===== config.mk =====
export PLATFORM = sky130hd
export DESIGN_NAME = dvr_rr_arbiter_flat
export DESIGN_NICKNAME = d
export VERILOG_FILES = /design/src/rtl/dvr_rr_arbiter_if.sv /design/src/rtl/dvr_rr_arbiter.sv /design/src/flat_wrapper.sv
export SDC_FILE = /design/constraint.sdc
export NUM_CORES = 1
export LEC_CHECK = 0
export ABC_CLOCK_PERIOD_IN_PS = 2800
export BUFFER_PORTS_ARGS = -buffer_cell sky130_fd_sc_hd__buf_2
export CORE_MARGIN = 5
export CORE_UTILIZATION = 46
export CTS_CLUSTER_SIZE = 14
export DETAILED_ROUTE_END_ITERATION = 10
export PLACE_DENSITY = 0.95
export SYNTH_ARGS = -nofsm -noshare
export SYNTH_HDL_FRONTEND = slang
export SYNTH_SLANG_ARGS = --single-unit

===== constraint.sdc =====
create_clock -name clk -period 2.8 [get_ports clk]
set_input_delay 0.42 -clock clk [delete_from_list [all_inputs] [get_ports clk]]
set_output_delay 0.42 -clock clk [all_outputs]
set_load 0.02 [all_outputs]

===== src/rtl/dvr_rr_arbiter_if.sv =====
// dvr_rr_arbiter_if: valid/ready bundle between N requesters and one shared output channel.
interface dvr_rr_arbiter_if #(
    parameter int DATA_TYPE  = 32,
    parameter int NUM_INPUTS = 4,
    parameter int INDEX_TYPE = 2
);
    logic [NUM_INPUTS*DATA_TYPE-1:0] ins;
    logic [NUM_INPUTS-1:0]           ins_valid;
    logic [NUM_INPUTS-1:0]           ins_ready;
    logic [DATA_TYPE-1:0]            outs;
    logic [INDEX_TYPE-1:0]           index;
    logic                            outs_valid;
    logic                            outs_ready;
    modport master (output ins, ins_valid, outs_ready, input ins_ready, outs, index, outs_valid);
    modport slave  (input ins, ins_valid, outs_ready, output ins_ready, outs, index, outs_valid);
endinterface


===== src/rtl/dvr_rr_arbiter.sv =====
// dvr_rr_arbiter: round-robin arbiter with bounded bursts feeding one registered output slot.
module dvr_rr_arbiter #(
    parameter int DATA_TYPE  = 32,
    parameter int NUM_INPUTS = 4,
    parameter int INDEX_TYPE = 2,
    parameter int MAX_BURST  = 1
) (
    input logic               clk,
    input logic               rst,
    dvr_rr_arbiter_if.slave   bus
);
    localparam int BW = $clog2(MAX_BURST + 1);
    logic [DATA_TYPE-1:0]  outs_q, outs_d;
    logic [INDEX_TYPE-1:0] index_q, index_d, last_q, last_d, win;
    logic [BW-1:0]         cnt_q, cnt_d;
    logic                  vld_q, vld_d, en, keep, xfer;
    logic [NUM_INPUTS-1:0] grant;
    assign en             = !vld_q || bus.outs_ready;
    assign xfer           = en && |grant;
    assign bus.ins_ready  = (en && rst) ? grant : '0;
    assign bus.outs       = outs_q;
    assign bus.index      = index_q;
    assign bus.outs_valid = vld_q;
    always_comb begin
        // cnt_q==0 means no burst in progress, so input 0 leads after reset
        keep = bus.ins_valid[last_q] && cnt_q != '0 && cnt_q < BW'(MAX_BURST);
        win  = last_q;
        // descending scan: the nearest valid successor is written last and wins
        if (!keep)
            for (int k = NUM_INPUTS; k >= 1; k--)
                if (bus.ins_valid[(int'(last_q) + k) % NUM_INPUTS])
                    win = INDEX_TYPE'((int'(last_q) + k) % NUM_INPUTS);
        grant      = '0;
        grant[win] = |bus.ins_valid;
        outs_d     = outs_q;
        index_d    = index_q;
        vld_d      = vld_q;
        last_d     = last_q;
        cnt_d      = cnt_q;
        if (xfer) begin
            outs_d  = bus.ins[int'(win)*DATA_TYPE +: DATA_TYPE];
            index_d = win;
            vld_d   = 1'b1;
            last_d  = win;
            cnt_d   = keep ? cnt_q + 1'b1 : BW'(1);
        end else if (en) begin
            vld_d = 1'b0;
        end
    end
    always_ff @(posedge clk or negedge rst) begin
        if (!rst) begin
            outs_q  <= '0;
            index_q <= '0;
            vld_q   <= 1'b0;
            last_q  <= INDEX_TYPE'(NUM_INPUTS - 1);
            cnt_q   <= '0;
        end else begin
            outs_q  <= outs_d;
            index_q <= index_d;
            vld_q   <= vld_d;
            last_q  <= last_d;
            cnt_q   <= cnt_d;
        end
    end
endmodule


===== src/flat_wrapper.sv =====
// flat-port wrapper written by rule: the top's interface ports become plain ports
module dvr_rr_arbiter_flat 
#(
    parameter int DATA_TYPE  = 32,
    parameter int NUM_INPUTS = 4,
    parameter int INDEX_TYPE = 2,
    parameter int MAX_BURST  = 1
)
  (clk, rst, bus_ins, bus_ins_valid, bus_outs_ready, bus_ins_ready, bus_outs, bus_index, bus_outs_valid);
  dvr_rr_arbiter_if #(.DATA_TYPE(DATA_TYPE), .NUM_INPUTS(NUM_INPUTS), .INDEX_TYPE(INDEX_TYPE)) bus_i ();
  input logic clk;
  input logic rst;
  input wire logic [$bits(bus_i.ins)-1:0] bus_ins;
  input wire logic [$bits(bus_i.ins_valid)-1:0] bus_ins_valid;
  input wire logic [$bits(bus_i.outs_ready)-1:0] bus_outs_ready;
  output wire logic [$bits(bus_i.ins_ready)-1:0] bus_ins_ready;
  output wire logic [$bits(bus_i.outs)-1:0] bus_outs;
  output wire logic [$bits(bus_i.index)-1:0] bus_index;
  output wire logic [$bits(bus_i.outs_valid)-1:0] bus_outs_valid;
  assign bus_i.ins = bus_ins;
  assign bus_i.ins_valid = bus_ins_valid;
  assign bus_i.outs_ready = bus_outs_ready;
  assign bus_ins_ready = bus_i.ins_ready;
  assign bus_outs = bus_i.outs;
  assign bus_index = bus_i.index;
  assign bus_outs_valid = bus_i.outs_valid;
  dvr_rr_arbiter #(.DATA_TYPE(DATA_TYPE), .NUM_INPUTS(NUM_INPUTS), .INDEX_TYPE(INDEX_TYPE), .MAX_BURST(MAX_BURST)) u_core (.clk(clk), .rst(rst), .bus(bus_i));
endmodule

# Yosys cells after proc, flatten, opt, wreduce, memory -nomap -nowiden
# Cells that the tools add are included.
classes:
  add_sub_neg: 5
  mul: 0
  n_div: 0
  magnitude_cmp: 8
  eq_ne: 0
  n_shift: 1
  mux: 25
  n_bitwise: 5
  n_reduce_logical: 14
op_table:
  columns: ["cell", "count"]
  rows:
  - ["indexed part select 128 x 8 -> 32 bit", 1]
  - ["less-than comparator 3 x 4 -> 1 bit (second input constant)", 4]
  - ["two-way mux 1 bit", 13]
  - ["binary-select mux 1 bit (select 2 bit)", 5]
  - ["two-way mux 2 bit", 5]
  - ["OR reduction 2 bit", 4]
  - ["OR reduction 4 bit", 2]
  - ["less-than comparator 2 x 3 -> 1 bit (second input constant)", 2]
  - ["logical AND 1 bit", 5]
  - ["adder 2 x 1 -> 2 bit (second input constant)", 2]
  - ["adder 2 bit (second input constant)", 2]
  - ["AND 1 bit (first input constant)", 4]
  - ["AND 4 bit", 1]
  - ["two-way mux 4 bit", 1]
  - ["demux 1 bit (select 2 bit)", 1]
  - ["greater-or-equal comparator 2 x 1 -> 1 bit (second input constant)", 1]
  - ["nonzero test 2 bit", 1]
  - ["adder 1 bit (second input constant)", 1]
  - ["zero test 1 bit", 1]
  - ["logical OR 1 bit", 1]
  - ["less-than comparator 1 bit (second input constant)", 1]
totals:
  regBits: 38
  latch_bits: 0
  ramBits: 0
  romBits: 0
  in_bits: 135
  output_inout_bits: 39
  mem_count: 0

# Logic depth before layout (Yosys ltp)
logic_depth:
  word_depth: 19
  mapped_depth: 8
  mapped_depth_nobuf: 5

# Worst setup path before layout
# Ideal clock, no wire load.
synth_timing:
  path_type: "register -> output"
  from: "register u_core.last_q[1]"
  to: "output port bus_ins_ready[0]"
  arrival_time_ns: 1.782
  required_ns: 2.380
  slack_ns: 0.598
  path_stages_with_launch: 9
  path_buffers: 3
  cell_sequence: "dfstp_2 nand2_1 and3_1 buf_6 nor3_2 buf_6 buf_8 nand3_1 nor2_1"
synth_between:
  elab_chain_len: 15
synth_lines:
  columns: ["item", "line", "text"]
  rows:
  - ["start, declared", "dvr_rr_arbiter.sv:14", "logic [INDEX_TYPE-1:0] index_q, index_d, last_q, last_d, win;"]
  - ["start signal, assigned", "dvr_rr_arbiter.sv:55", "last_q <= INDEX_TYPE'(NUM_INPUTS - 1);"]
  - ["start signal, assigned", "dvr_rr_arbiter.sv:61", "last_q <= last_d;"]
  - ["adder 2 x 1 -> 2 bit", "dvr_rr_arbiter.sv:31, dvr_rr_arbiter.sv:32", null]
  - ["binary-select mux 1 bit (select 2 bit)", "dvr_rr_arbiter.sv:31", "if (bus.ins_valid[(int'(last_q) + k) % NUM_INPUTS])"]
  - ["two-way mux 1 bit (implied by the code) (2 in series)", "dvr_rr_arbiter.sv:31", null]
  - ["two-way mux 2 bit (4 in series)", "dvr_rr_arbiter.sv:31", null]
  - ["two-way mux 2 bit (*)", "dvr_rr_arbiter.sv:29", "if (!keep)"]
  - ["less-than comparator 2 x 3 -> 1 bit (implied by the code) or greater-or-equal comparator 2 x 1 -> 1 bit (tied branches)", "dvr_rr_arbiter.sv:34", "grant[win] = |bus.ins_valid;"]
  - ["logical AND 1 bit (implied by the code)", "dvr_rr_arbiter.sv:34", null]
  - ["two-way mux 1 bit (implied by the code)", "dvr_rr_arbiter.sv:34", null]
  - ["demux 1 bit (select 2 bit) (*)", null, null]
  - ["AND 4 bit (no source line) (*)", null, null]
  - ["two-way mux 4 bit (*)", "dvr_rr_arbiter.sv:20", "assign bus.ins_ready = (en && rst) ? grant : '0;"]
  - ["end, declared", "flat_wrapper.sv:16", "output wire logic [$bits(bus_i.ins_ready)-1:0] bus_ins_ready;"]
# Mark *: on every way between the ends. The rest lies on a longest branch, timed or not. The select of a mux whose other input is x is not followed.

# Worst setup path after layout
layout_timing:
  from: "register u_core.last_q[0]"
  to: "output port bus_ins_ready[1]"
# The elaborated chain is that of the path after synthesis.

==> parameters.txt <==
Parameter                              Value

Timing
  Period utilisation layout    0.937
  Worst rel slew slack    0.320
  Minimum setup slack in the final design    177 ps
  Total setup violations reported at the end of the flow    0
  Total count of hold-check failures in the final report    0
  Time the final worst path needs with I/O delays and setup    approximately 2600 ps
  Tightest Pin Transition    roughly 1000 ps
  Total Negative Setup Slacks    0 ps
  Unrepaired setup endpoints after global routing    false
  Upper clock frequency limit    between 0.3 and 0.4 GHz
  Worst hold slack    approximately 70 ps
  Final worst clock skew    6.79 ps
  Count of final max-slew check failures    0

Clock tree
  CTS resizes    0
  Insertion delay to the later sink of the worst-skew pair    280 ps
  Number of buffers inserted during clock tree synthesis    5
  Clock sink count    37
  Maximum clock insertion buffer count    2
  CTS tree    done
  CTS root buffer    sky130_fd_sc_hd__clkbuf_8
  Maximum level of the CTS H-tree    2
  CTS clock-pin slew for the worst setup and hold paths    80 ps
  Hold-fix buffers at CTS    0
  Buffers inserted by post-CTS timing repair    0

Detailed routing
  Iter 0 DRT Violations    158
  TritonRoute pass-1 iters    4
  Post-detailed-route DRC marker count    0
  Via/cell ratio    5.82
  Routed WL per cell    around 18 um
  Count of nets left with antenna violations after detail routing    0
  DRT Wirelength    9490 um
  Total number of vias    around 3,100

Critical path
  Cells on worst reg2reg path    6
  Largest fanout on the critical path    36
  Capture instance of the worst register-to-register path    u_core.bus.outs[15]$_DFFE_PN0P_
  Reg2Reg Launch Point    u_core.last_q[0]$_DFFE_PN1P_
  Critical path launch point type    flop
  Critical path data arrival time    roughly 2200 ps
  Setup crit end kind    output port
  Required time worst endpoint    about 2400 ps
  Minimum setup slack among reg-to-reg paths    between 500 and 600 ps
  Startpoint-to-endpoint class of the critical path    flop to output port

Synthesis
  Commonest register cell after synthesis    sky130_fd_sc_hd__dfrtp_1
  Register bit count reported by yosys    37
  Most numerous cell types in the synthesized netlist    39 x sky130_fd_sc_hd__nand2_1, 35 x sky130_fd_sc_hd__dfrtp_1, 34 x sky130_fd_sc_hd__a21o_1
  Netlist cell types    29
  Leading cell types by total area after synthesis    sky130_fd_sc_hd__dfrtp_1 32%, sky130_fd_sc_hd__mux2i_1 12%, sky130_fd_sc_hd__a21o_1 9.4%
  Synthesized area    around 2700 sq um
  Yosys top cell area share    0.324
  Number of enable flip-flop cells after synthesis    0
  Post-synthesis cell type with the largest combined area    sky130_fd_sc_hd__dfrtp_1
  Cells after Synth    about 300
  Synthesis warning total    0
  Syn Area/Cell    8.93 sq um
  Async SR Flop Fraction    1.00
  Register area share after synthesis    0.343
  Most numerous cell in the Yosys netlist    sky130_fd_sc_hd__nand2_1
  Total nets after synthesis    approximately 440

Pwr
  Power after layout    approximately 2.8 mW
  PD cells    roughly 750 nW/um^2
  Highest ir drop seen on vdd    0.344 mV
  Total leakage power    between 1.5 and 2 nW

Place
  Worst Setup Slack post-DPL    roughly 410 ps
  Post-detail-place hpwl    between 7000 and 8000 um
  Number of buffer cells added on primary ports    between 150 and 200
  Final RePlAce weighted congestion    a little over 0.8
  Cell Count Post-Placement    532

Global routing
  Met1 track demand over resource in global routing    0.284
  GR Util met2    0.442
  Overall fraction of global-route tracks in use    0.244
  Initial antenna violation count    0
  Met3 demand-to-capacity share in global routing    0.0447
  Residual overflow from global routing    0
  Number of global-route vias before repair    3,236
  Wire length of the first global-routing pass    around 15,000 um
  Highest-utilization routing layer at the global route stage    met2
  Pin count of the biggest net entering global routing    37

Die
  Die Y-Extent    ~87 um
  Die Wd    between 80 and 90 um
  Initial core utilization    0.465
  I/O pin count    between 150 and 200
  Core area    5820 sq um
  Cell row count    28
  Floorplan die area    ~7500 sq um

Final layout
  Fraction of layout instances using a drive strength above 1    0.434
  Post-route non-filler standard cell count    between 500 and 600
  Number of nets at the end of the flow    599
  Antenna fix cells    0
  Number of fillers in the final layout    slightly above 500
  Post-synthesis to final-layout area growth    36.4%

Worst hold path
  Hold Crit Class    input port to asynchronous set/reset pin

Outcome
  Result of the run    finished, final reports clean

Job
  Number of violations of the max-capacitance limit    0
[per-stage QoR]
stage                     cell area, sq um   util
after floorplan                       2710      -
after global placement                3610  0.620
after detailed placement              3610  0.620
after CTS                             3690  0.635
after global routing                  3690  0.635
final                                 3690  0.635
[per-layer routing]
metal / vias to the layer above / routed length [um]
met2: 172 / 5020
li1: 1480 / -
met4: 0 / 218
met5: - / 0
met1: 1466 / 3390
met3: 26 / 859
[final cells by class]
cell class                      count  area [sq um]  area share
Multi-Input combinational cell    231          1610       0.436
Clock inverter                      2          10.0     0.00271
Tap cell                           75          93.8      0.0254
Inverter                            2          7.51     0.00203
Sequential cell                    37           928       0.252
Clock buffer                        6          72.6      0.0197
Timing Repair Buffer              187           971       0.263
[placed cells by master, fill, tap and decap left out, types with 2 or more instances in the layout]
master and instances:
sky130_fd_sc_hd__dfstp_2 2, sky130_fd_sc_hd__dfrtp_1 35, sky130_fd_sc_hd__buf_2 173, sky130_fd_sc_hd__o211ai_1 32, sky130_fd_sc_hd__mux2i_1 32, sky130_fd_sc_hd__nand4_1 32
sky130_fd_sc_hd__a21oi_1 4, sky130_fd_sc_hd__clkbuf_8 5, sky130_fd_sc_hd__o31ai_1 32, sky130_fd_sc_hd__nand2b_1 5, sky130_fd_sc_hd__nor2_1 6, sky130_fd_sc_hd__a21o_1 34
sky130_fd_sc_hd__o21ai_0 2, sky130_fd_sc_hd__clkinv_2 2, sky130_fd_sc_hd__inv_1 2, sky130_fd_sc_hd__nand2_1 39, sky130_fd_sc_hd__buf_4 14, sky130_fd_sc_hd__nand3_1 2
[power breakdown]
part | switching [mW] | internal (mW) | leakage, nW | total, mW
combinational | 0.946 | 0.596 | 1.40 | 1.54
sequential | 0.121 | 0.750 | 0.449 | 0.871
clock | 0.191 | 0.173 | 0.0450 | 0.364
total | 1.26 | 1.52 | 1.90 | 2.78
[worst max-delay path, stage by stage (launching register included)]
cell                       delay [ps]
sky130_fd_sc_hd__dfstp_2          390
sky130_fd_sc_hd__nand2b_1         210
sky130_fd_sc_hd__nor2_4           690
sky130_fd_sc_hd__nor3_4           130
sky130_fd_sc_hd__nand3b_1         220
sky130_fd_sc_hd__nor2_1           110
sky130_fd_sc_hd__buf_2            170
[kinds of logic after synthesis]
| logic type | synth area share |
|---|---|
| buf+inv | 0.0744 |
| simple gates | 0.172 |
| compound gates | 0.293 |
| flops | 0.343 |
| mux | 0.118 |
[flip-flops by register name (all words and copies together) (netlist names)]
name                   flops
u_core.last_q              2
u_core.bus.outs_valid      1
u_core.bus.outs           32
u_core.bus.index           2
[worst max-delay path by stage]
stage | endpoint | start | slack (ps)
after global placement | bus_ins_ready[1] | bus_ins_valid[1] | 490
final | bus_ins_ready[1] | u_core.last_q[0]$_DFFE_PN1P_ | 180
after floorplan | bus_ins_ready[0] | u_core.last_q[1]$_DFFE_PN1P_ | 600
after CTS | bus_ins_ready[1] | u_core.last_q[0]$_DFFE_PN1P_ | 180
after global routing | bus_ins_ready[3] | u_core.last_q[0]$_DFFE_PN1P_ | 10
after detailed placement | bus_ins_ready[1] | bus_ins_valid[1] | 410
No activity file was read; power rests on OpenSTA's default activity.
